$ cat src/rtl/pc_sequencer.sv
// pc_sequencer: owns the fetch PC and picks the next fetch address.
//
// Next-address sources: sequential pc+4, J-type jump target, branch target
// (base + offset*4) and JR register target. Priority is jr > jump > branch.
// The address is offered to instruction memory as pc/pc_valid and moves
// only when it is accepted (adv), when a buffered redirect is applied, or
// on reset. A redirect that arrives while fetch is blocked is buffered until
// the next accepted fetch. A misaligned JR target traps into HALT, and only
// reset leaves HALT.
//
// Ports:
//   clk, reset        rising-edge clock, synchronous active-high reset
//   fetch_ready       instruction memory accepts pc this cycle
//   stall             pipeline hazard stall, blocks PC advance
//   jump/jump_target  one-cycle jump pulse and its target
//   branch/branch_*   one-cycle taken-branch pulse, base (PC+4) and offset
//   jr/jr_target      one-cycle register-jump pulse and its target
//   pc, pc_valid      fetch request
//   pc4               pc + 4 (combinational)
//   redirect_pending  a redirect is buffered, waiting for the handshake
//   misaligned        sticky trap flag
//
// state | meaning
// START | one cycle after reset, no fetch request yet
// RUN   | fetching, no redirect buffered
// HOLD  | fetching, redirect buffered in pending until next adv
// HALT  | misaligned JR trap, frozen until reset

module pc_sequencer #(
  parameter logic [31:0] RESET_PC = 32'h0000_0000
) (
  input  logic        clk,
  input  logic        reset,
  input  logic        fetch_ready,
  input  logic        stall,
  input  logic        jump,
  input  logic [31:0] jump_target,
  input  logic        branch,
  input  logic [31:0] branch_base,
  input  logic [31:0] branch_offset,
  input  logic        jr,
  input  logic [31:0] jr_target,
  output logic [31:0] pc,
  output logic        pc_valid,
  output logic [31:0] pc4,
  output logic        redirect_pending,
  output logic        misaligned
);

  typedef enum logic [1:0] {START, RUN, HOLD, HALT} state_t;

  state_t      state, state_n;
  logic [31:0] pending, pending_n, pc_n;
  logic [31:0] target, branch_target;
  logic        adv, redirect, jr_bad;

  assign pc4 = pc + 32'd4;
  // Shifting the whole offset left by two drops the top two bits, which is
  // the same as using {offset[29:0], 2'b00}.
  assign branch_target = branch_base + (branch_offset << 2);
  assign adv      = pc_valid & fetch_ready & ~stall;
  assign redirect = jr | jump | branch;
  assign jr_bad   = jr & (jr_target[1:0] != 2'b00);

  always_comb begin
    target = branch_target;
    if (jr)
      target = jr_target;
    else if (jump)
      target = jump_target;
  end

  always_comb begin
    state_n   = state;
    pc_n      = pc;
    pending_n = pending;
    case (state)
      START: state_n = RUN;
      RUN: begin
        if (jr_bad) begin
          state_n = HALT;
        end else if (redirect) begin
          if (adv) begin
            pc_n = target;
          end else begin
            pending_n = target;
            state_n   = HOLD;
          end
        end else if (adv) begin
          pc_n = pc4;
        end
      end
      HOLD: begin
        if (jr_bad) begin
          state_n = HALT;
        end else if (adv) begin
          // A pulse in the same cycle as the handshake is newer than pending.
          pc_n    = redirect ? target : pending;
          state_n = RUN;
        end else if (redirect) begin
          pending_n = target;
        end
      end
      HALT: state_n = HALT;
      default: state_n = START;
    endcase
  end

  always_ff @(posedge clk) begin
    if (reset) begin
      state            <= START;
      pc               <= RESET_PC;
      pending          <= 32'h0000_0000;
      pc_valid         <= 1'b0;
      redirect_pending <= 1'b0;
      misaligned       <= 1'b0;
    end else begin
      state            <= state_n;
      pc               <= pc_n;
      pending          <= pending_n;
      pc_valid         <= (state_n == RUN) || (state_n == HOLD);
      redirect_pending <= (state_n == HOLD);
      misaligned       <= (state_n == HALT);
    end
  end

endmodule

$ cat config.mk
export PLATFORM = sky130hd
export DESIGN_NAME = pc_sequencer
export DESIGN_NICKNAME = d
export VERILOG_FILES = /design/src/rtl/pc_sequencer.sv
export SDC_FILE = /design/constraint.sdc
export NUM_CORES = 1
export LEC_CHECK = 0
export CAP_MARGIN = 5
export CORE_UTILIZATION = 30
export CTS_BUF_LIST = sky130_fd_sc_hd__clkbuf_4
export DETAILED_ROUTE_END_ITERATION = 10
export DONT_BUFFER_PORTS = 1
export PLACE_DENSITY = 0.42
export SLEW_MARGIN = 5
export SYNTH_ARGS = -nofsm -noshare
export SYNTH_HDL_FRONTEND = slang
export SYNTH_SLANG_ARGS = --single-unit
$ cat constraint.sdc
create_clock -name clk -period 4.16 [get_ports clk]
set_input_delay 0.416 -clock clk [delete_from_list [all_inputs] [get_ports clk]]
set_output_delay 0.416 -clock clk [all_outputs]
set_load 0.02 [all_outputs]
==> impl_metrics.toml, run 1 <==
[worst_setup_path]
critical_path.cell_chain = "and4_2 -> nand4_4 -> nor3_1 -> and4_1 -> xor2_1"
cpPeakStageDelay_ns = 0.63
setup.worst_path.end_class = "primary output"
cp_data_arrival_time_ns = 2.93
path_class = "reg -> out"
cp_data_required_time_ns = 3.74
worstSetupStartpointType = "flop"
worstPathMaxFanout = 8
cp_slowest_cell = "dfxtp_1"

[final_layout]
register_area_sq_um = 1380
fillCellCount = 2225
antenna_cells = 0
multi_input_comb_area_sq_um = 4590
drive_above_1_share_pct = 7.03
growth_of_design_area_from_synthesis_to_finish_pct = 4.51
num-nets-final = 1007

[global_route]
global_route.overflow_total = 0
grt_pass1_wl_mm = 35.7
antenna_found_initial = 0
grt_pass1_vias = 6180
largest_net_degree_at_the_start_of_global_routing = 55
groute.usage.overall_pct = 21.4

[timing]
final_critical_path_setup_slack_ns = 0.812
grt_setup_unrepaired = "no"
finClkSkew_ns = 0.0241
total_negative_setup_slacks_ns = 0
final.period_utilization_pct = 80.5
setup_viol = 0
timing.max_slew.rel_slack_pct = 51.3
worst_pin_slew_ns = 0.729
final_max_slew_viol_count = 0
min_period_ns = 3.35
fmax_mhz = 299
timing_hold_violations_final = 0

[logic_synthesis]
postSynthCellCount = 866
synthTopCellsByArea = "dfxtp_1 (22%), ha_1 (7.1%), a21oi_1 (5.7%)"
synth_area_per_cell_sq_um = 7.33
post_synth_instance_area_sq_um = 6350
count_of_distinct_cell_types_in_the_synthesized_netlist = 87
number_of_register_bits_inferred_by_synthesis = 69
asyncSetResetFlopFracSynth_pct = 0
edff_count_synth = 0
post-synth-top-area-fraction_pct = 21.8
synth_top_area_cell = "dfxtp_1"
ys_seq_area_share_pct = 21.8
yosys_warnings = 0
ys_dominant_reg_cell = "dfxtp_1"
syn_nets = 1038

[clock_tree]
number_of_clock_sinks = 69
max_root_sink_buffers = 2
postcts_setup_bufs = 0
cts_root_buffer = "clkbuf_4"
insertion_delay_ns = 0.42
tritoncts.num_buffers = 9
clk_transition_reported_paths_ns = 0.12
cts.htree.levels = 3
cts_tree = "yes"

[place]
dpl.hpwl_mm = 18.0
post-place-ws_ns = 1.00
gp_routability_congestion = 0.840
port_buffers = 0

[route]
drtIter0Drc = 348
detail_route.first_pass.iterations = 4
vias = 6362
vias_per_cell = 5.74
drc_violations_left = 0
detail_route.wl_per_cell_microns = 21.4
drt.antenna.violating_nets = 0
drt_wl_total_mm = 23.7

[floorplan]
core_region_area_sq_um = 20500
die_area_sq_um = 21700
die_w_microns = 147
io_pins = 202
dieHeight_microns = 147
rows = 52
initial_utilization_pct = 31.0

[outcome]
status = "complete, no violations"

[power]
total_leakage_power_nw = 2.51
peakVddDrop_mv = 0.111
pwr_density_cell_nw_per_um2 = 271

[hold_path]
worst_hold_path_type = "in -> reg"

[flow_run]
timing.max_cap.violations = 0
## cell type report
class / count / share of cell area [%]
Clock inverter: 3 / 0.566
Timing Repair Buffer: 16 / 1.89
Tap cell: 270 / 5.09
Inverter: 18 / 1.02
Sequential cell: 69 / 20.8
Multi-Input combinational cell: 721 / 69.3
Clock buffer: 12 / 1.36
## critical path, delay by kind of cell, from the launching register on
kind                      cells  cell delay [ns]
xor gates and xnor gates      1             0.47
DFF                           1             0.63
and+or+nand+nor               4             1.41
## path summary, 6_finish.rpt
check               from  cells after the start  slack (ns)          end
max                pc[4]                      5        0.81      pc4[26]
min                reset                      1        0.05  pending[30]
max reg2reg        pc[4]                      8        1.13       pc[24]
min reg2reg  pending[23]                      2        0.45  pending[23]
## Yosys cell counts, types with 9 or more instances
master / count
inv_1: 15
xor2_1: 16
a211oi_1: 11
nand2_1: 93
nand4_1: 9
nand2b_1: 11
dfxtp_1: 69
nor3_1: 32
buf_2: 11
a21o_1: 11
o211ai_1: 33
mux2i_1: 25
nand3_1: 38
ha_1: 36
clkbuf_1: 29
o21ai_0: 72
xnor2_1: 28
a21oi_1: 72
nor2_1: 94
o22ai_1: 11
## logic make-up (layout without fill, tap and decap cells)
logic type                 after synthesis  in the layout  share of synthesized area [%]
AOI/OAI and AO/OA                      281            281                           28.7
buffers and inverters                   76             49                           5.89
adders and majority gates               37             37                           7.41
and+or+nand+nor                        329            329                           25.1
muxes                                   27             27                           4.30
xor gates and xnor gates                47             47                           6.84
DFF                                     69             69                           21.8
## metal layers
metal / share of wire [%] / track usage (%) / vias up
li1: - / - / 3108
met1: 44 / 26.7 / 3036
met2: 47 / 35.9 / 196
met3: 7.3 / 6.33 / 22
met4: 1.6 / 4.95 / 0
met5: 0 / 0 / -
## where the power goes
group	switching, W	internal, W
Sequential	0.0000504	0.000704
Combinational	0.000379	0.000221
Clock	0.000244	0.000197
## flip-flops by register name (all words and copies together) (netlist names)
name / cells
pc: 32
pending: 32
state: 2
misaligned: 1
pc_valid: 1
redirect_pending: 1
## cell usage in the layout, fill, tap and decap left out, types with 14 or more instances in the layout
cell / netlist / final
a21oi_1: 72 / 72
buf_4: 2 / 14
dfxtp_1: 69 / 69
ha_1: 36 / 36
inv_1: 15 / 15
mux2i_1: 25 / 25
nand2_1: 93 / 93
nand3_1: 38 / 38
nor2_1: 94 / 93
nor3_1: 32 / 32
o211ai_1: 33 / 33
o21ai_0: 72 / 72
xnor2_1: 28 / 28
xor2_1: 16 / 16
## stage by stage
stage / instances / hold slack, ns / area, sq um / power (W) / utilization [%]
final: 1109 / 0.0469 / 6630 / 0.00180 / 32.4
after detailed placement: 1092 / 0.439 / 6480 / 0.00137 / 31.6
after global placement: 1092 / 0.433 / 6480 / 0.00136 / 31.6
after CTS: 1107 / 0.0171 / 6610 / 0.00181 / 32.3
after global routing: 1109 / 0.00672 / 6630 / 0.00191 / 32.4
after floorplan: 866 / 0.431 / 6350 / 0.00123 / -
## what timing repair did
action | in CTS | in global routing
resized for setup | 0 | 0
endpoints found under the hold margin | 0 | 1
hold buffers | 0 | 2
Note: power is estimated with default switching activity, not from simulation.
==> run 2, diff against run 1 <==
- PLACE_DENSITY: 0.42 -> 0.43
- clock period: 4.16 -> 2.87 ns (I/O delays scaled with it)
==> impl_metrics.toml, run 2 (synthesized netlist as in run 1, its figures left out) <==
[outcome]
status = "complete, no violations"

[worst_setup_path]
cp_data_required_time_ns = 2.58
critical_path.cell_chain = "nand2_1 -> or3_4 -> nor3_4 -> nand3_1 -> xnor2_1 -> buf_4"
worstReg2RegStart = "state[0]"
cp_slowest_cell = "dfxtp_1"
setup.worst_path.end_class = "primary output"
r2r.worst_path.cells = 7
worstSetupStartpointType = "flop"
cpLargestDelayFamily = "simple AND/OR/NAND/NOR gates"
path_class = "reg -> out"
r2r-end = "pc[25]"
cp_num_buf_inv = 1
cpPeakStageDelay_ns = 0.48
worstPathMaxFanout = 6
timing.reg2reg.setup_slack_ns = 0.41
cp_data_arrival_time_ns = 2.44

[floorplan]
die_area_sq_um = 21700
dieHeight_microns = 147
core_region_area_sq_um = 20500
rows = 52
die_w_microns = 147
initial_utilization_pct = 31.0
io_pins = 202

[global_route]
largest_net_degree_at_the_start_of_global_routing = 55
groute.usage.overall_pct = 21.9
antenna_found_initial = 1
global_route.overflow_total = 0
grt_pass1_vias = 6193
grt_pass1_wl_mm = 36.4

[route]
drt.antenna.violating_nets = 0
drt_wl_total_mm = 24.2
detail_route.first_pass.iterations = 5
vias = 6508
vias_per_cell = 5.56
drc_violations_left = 0
detail_route.wl_per_cell_microns = 20.6
drtIter0Drc = 337

[final_layout]
reg.largest.list = "pc x32, pending x32, state x2"
drive_above_1_share_pct = 13.7
leading_cell_types_in_the_layout_fill_and_taps_excluded = "nor2_1 (93), nand2_1 (93), buf_4 (75)"
antenna_cells = 0
growth_of_design_area_from_synthesis_to_finish_pct = 12.3
num-nets-final = 1069
fillCellCount = 2268

[power]
pwr_density_cell_nw_per_um2 = 371
p_total_w = 0.00264
total_leakage_power_nw = 2.83
peakVddDrop_mv = 0.192

[clock_tree]
postcts_setup_bufs = 0
cts_root_buffer = "clkbuf_4"
clk_transition_reported_paths_ns = 0.12
tritoncts.num_buffers = 9
cts_tree = "yes"
cts.htree.levels = 3
number_of_clock_sinks = 69
insertion_delay_ns = 0.44
max_root_sink_buffers = 2

[timing]
setup_viol = 0
worst_pin_slew_ns = 0.659
grt_setup_unrepaired = "no"
final_max_slew_viol_count = 0
finClkSkew_ns = 0.0181
min_period_ns = 2.73
fmax_mhz = 367
total_negative_setup_slacks_ns = 0
timing.max_slew.rel_slack_pct = 55.7
final.period_utilization_pct = 95.0
timing_hold_violations_final = 0

[place]
dpl.hpwl_mm = 18.5
gp_routability_congestion = 0.794
port_buffers = 0

[hold_path]
hold_depth = 2
worst_hold_startpoint = "reset"
worst_hold_path_ep = "pc[25]"
worst_hold_path_type = "in -> reg"

[flow_run]
timing.max_cap.violations = 0
-- run 2: layout make-up --
cell class | count | area, sq um | area share [%]
clock buffer | 10 | 75.1 | 1.05
inverter | 18 | 67.6 | 0.948
multi-input combinational | 721 | 4610 | 64.7
tap | 270 | 338 | 4.74
sequential | 69 | 1380 | 19.4
timing repair buffer | 78 | 613 | 8.60
clock inverter | 4 | 41.3 | 0.579
-- run 2: worst max path at each step --
stage               slack (ns)      startpoint  cells after the start      end
floorplan                 0.25  branch_base[2]                     10   pc[24]
global placement          0.14  branch_base[2]                     10   pc[24]
detailed placement        0.11  branch_base[2]                     10   pc[24]
CTS                       0.01           pc[2]                      7  pc4[26]
global route             0.004           pc[7]                      8  pc4[26]
finish                    0.14           pc[2]                      6  pc4[31]
-- run 2: timing repair --
action                                  in CTS  in global routing
resized for setup                            0                  3
endpoints found under the setup margin       0                  4
hold buffers                                 1                  1
endpoints found under the hold margin       41                  1
-- run 2: metrics by stage --
step / setup WS (ns) / util, % / instances / cell area (sq um) / hold slack [ns]
5_1_grt: 0.00427 / 34.8 / 1170 / 7130 / 0.00288
3_5_place_dp: 0.107 / 34.0 / 1154 / 6970 / 0.364
3_3_place_gp: 0.143 / 34.0 / 1154 / 6970 / 0.363
4_1_cts: 0.0133 / 34.7 / 1169 / 7100 / 0.00112
6_report: 0.144 / 34.8 / 1170 / 7130 / 0.0236
2_1_floorplan: 0.251 / - / 866 / 6350 / 0.431
-- run 2: report_power, final --
group	internal, W	total (W)	switching [W]
clock	0.000258	0.000620	0.000362
sequential	0.00102	0.00108	0.0000544
combinational	0.000364	0.000948	0.000584
total	0.00164	0.00264	0.00100
-- run 2: metal layers --
metal / wire length [microns] / GRT usage [%] / up-vias / part of all wire, %
met5: 11 / 0 / - / 0.046
met1: 10900 / 28.3 / 3075 / 45
met3: 1690 / 5.83 / 10 / 7.0
met4: 159 / 3.09 / 2 / 0.66
li1: - / - / 3231 / -
met2: 11300 / 37.1 / 190 / 47
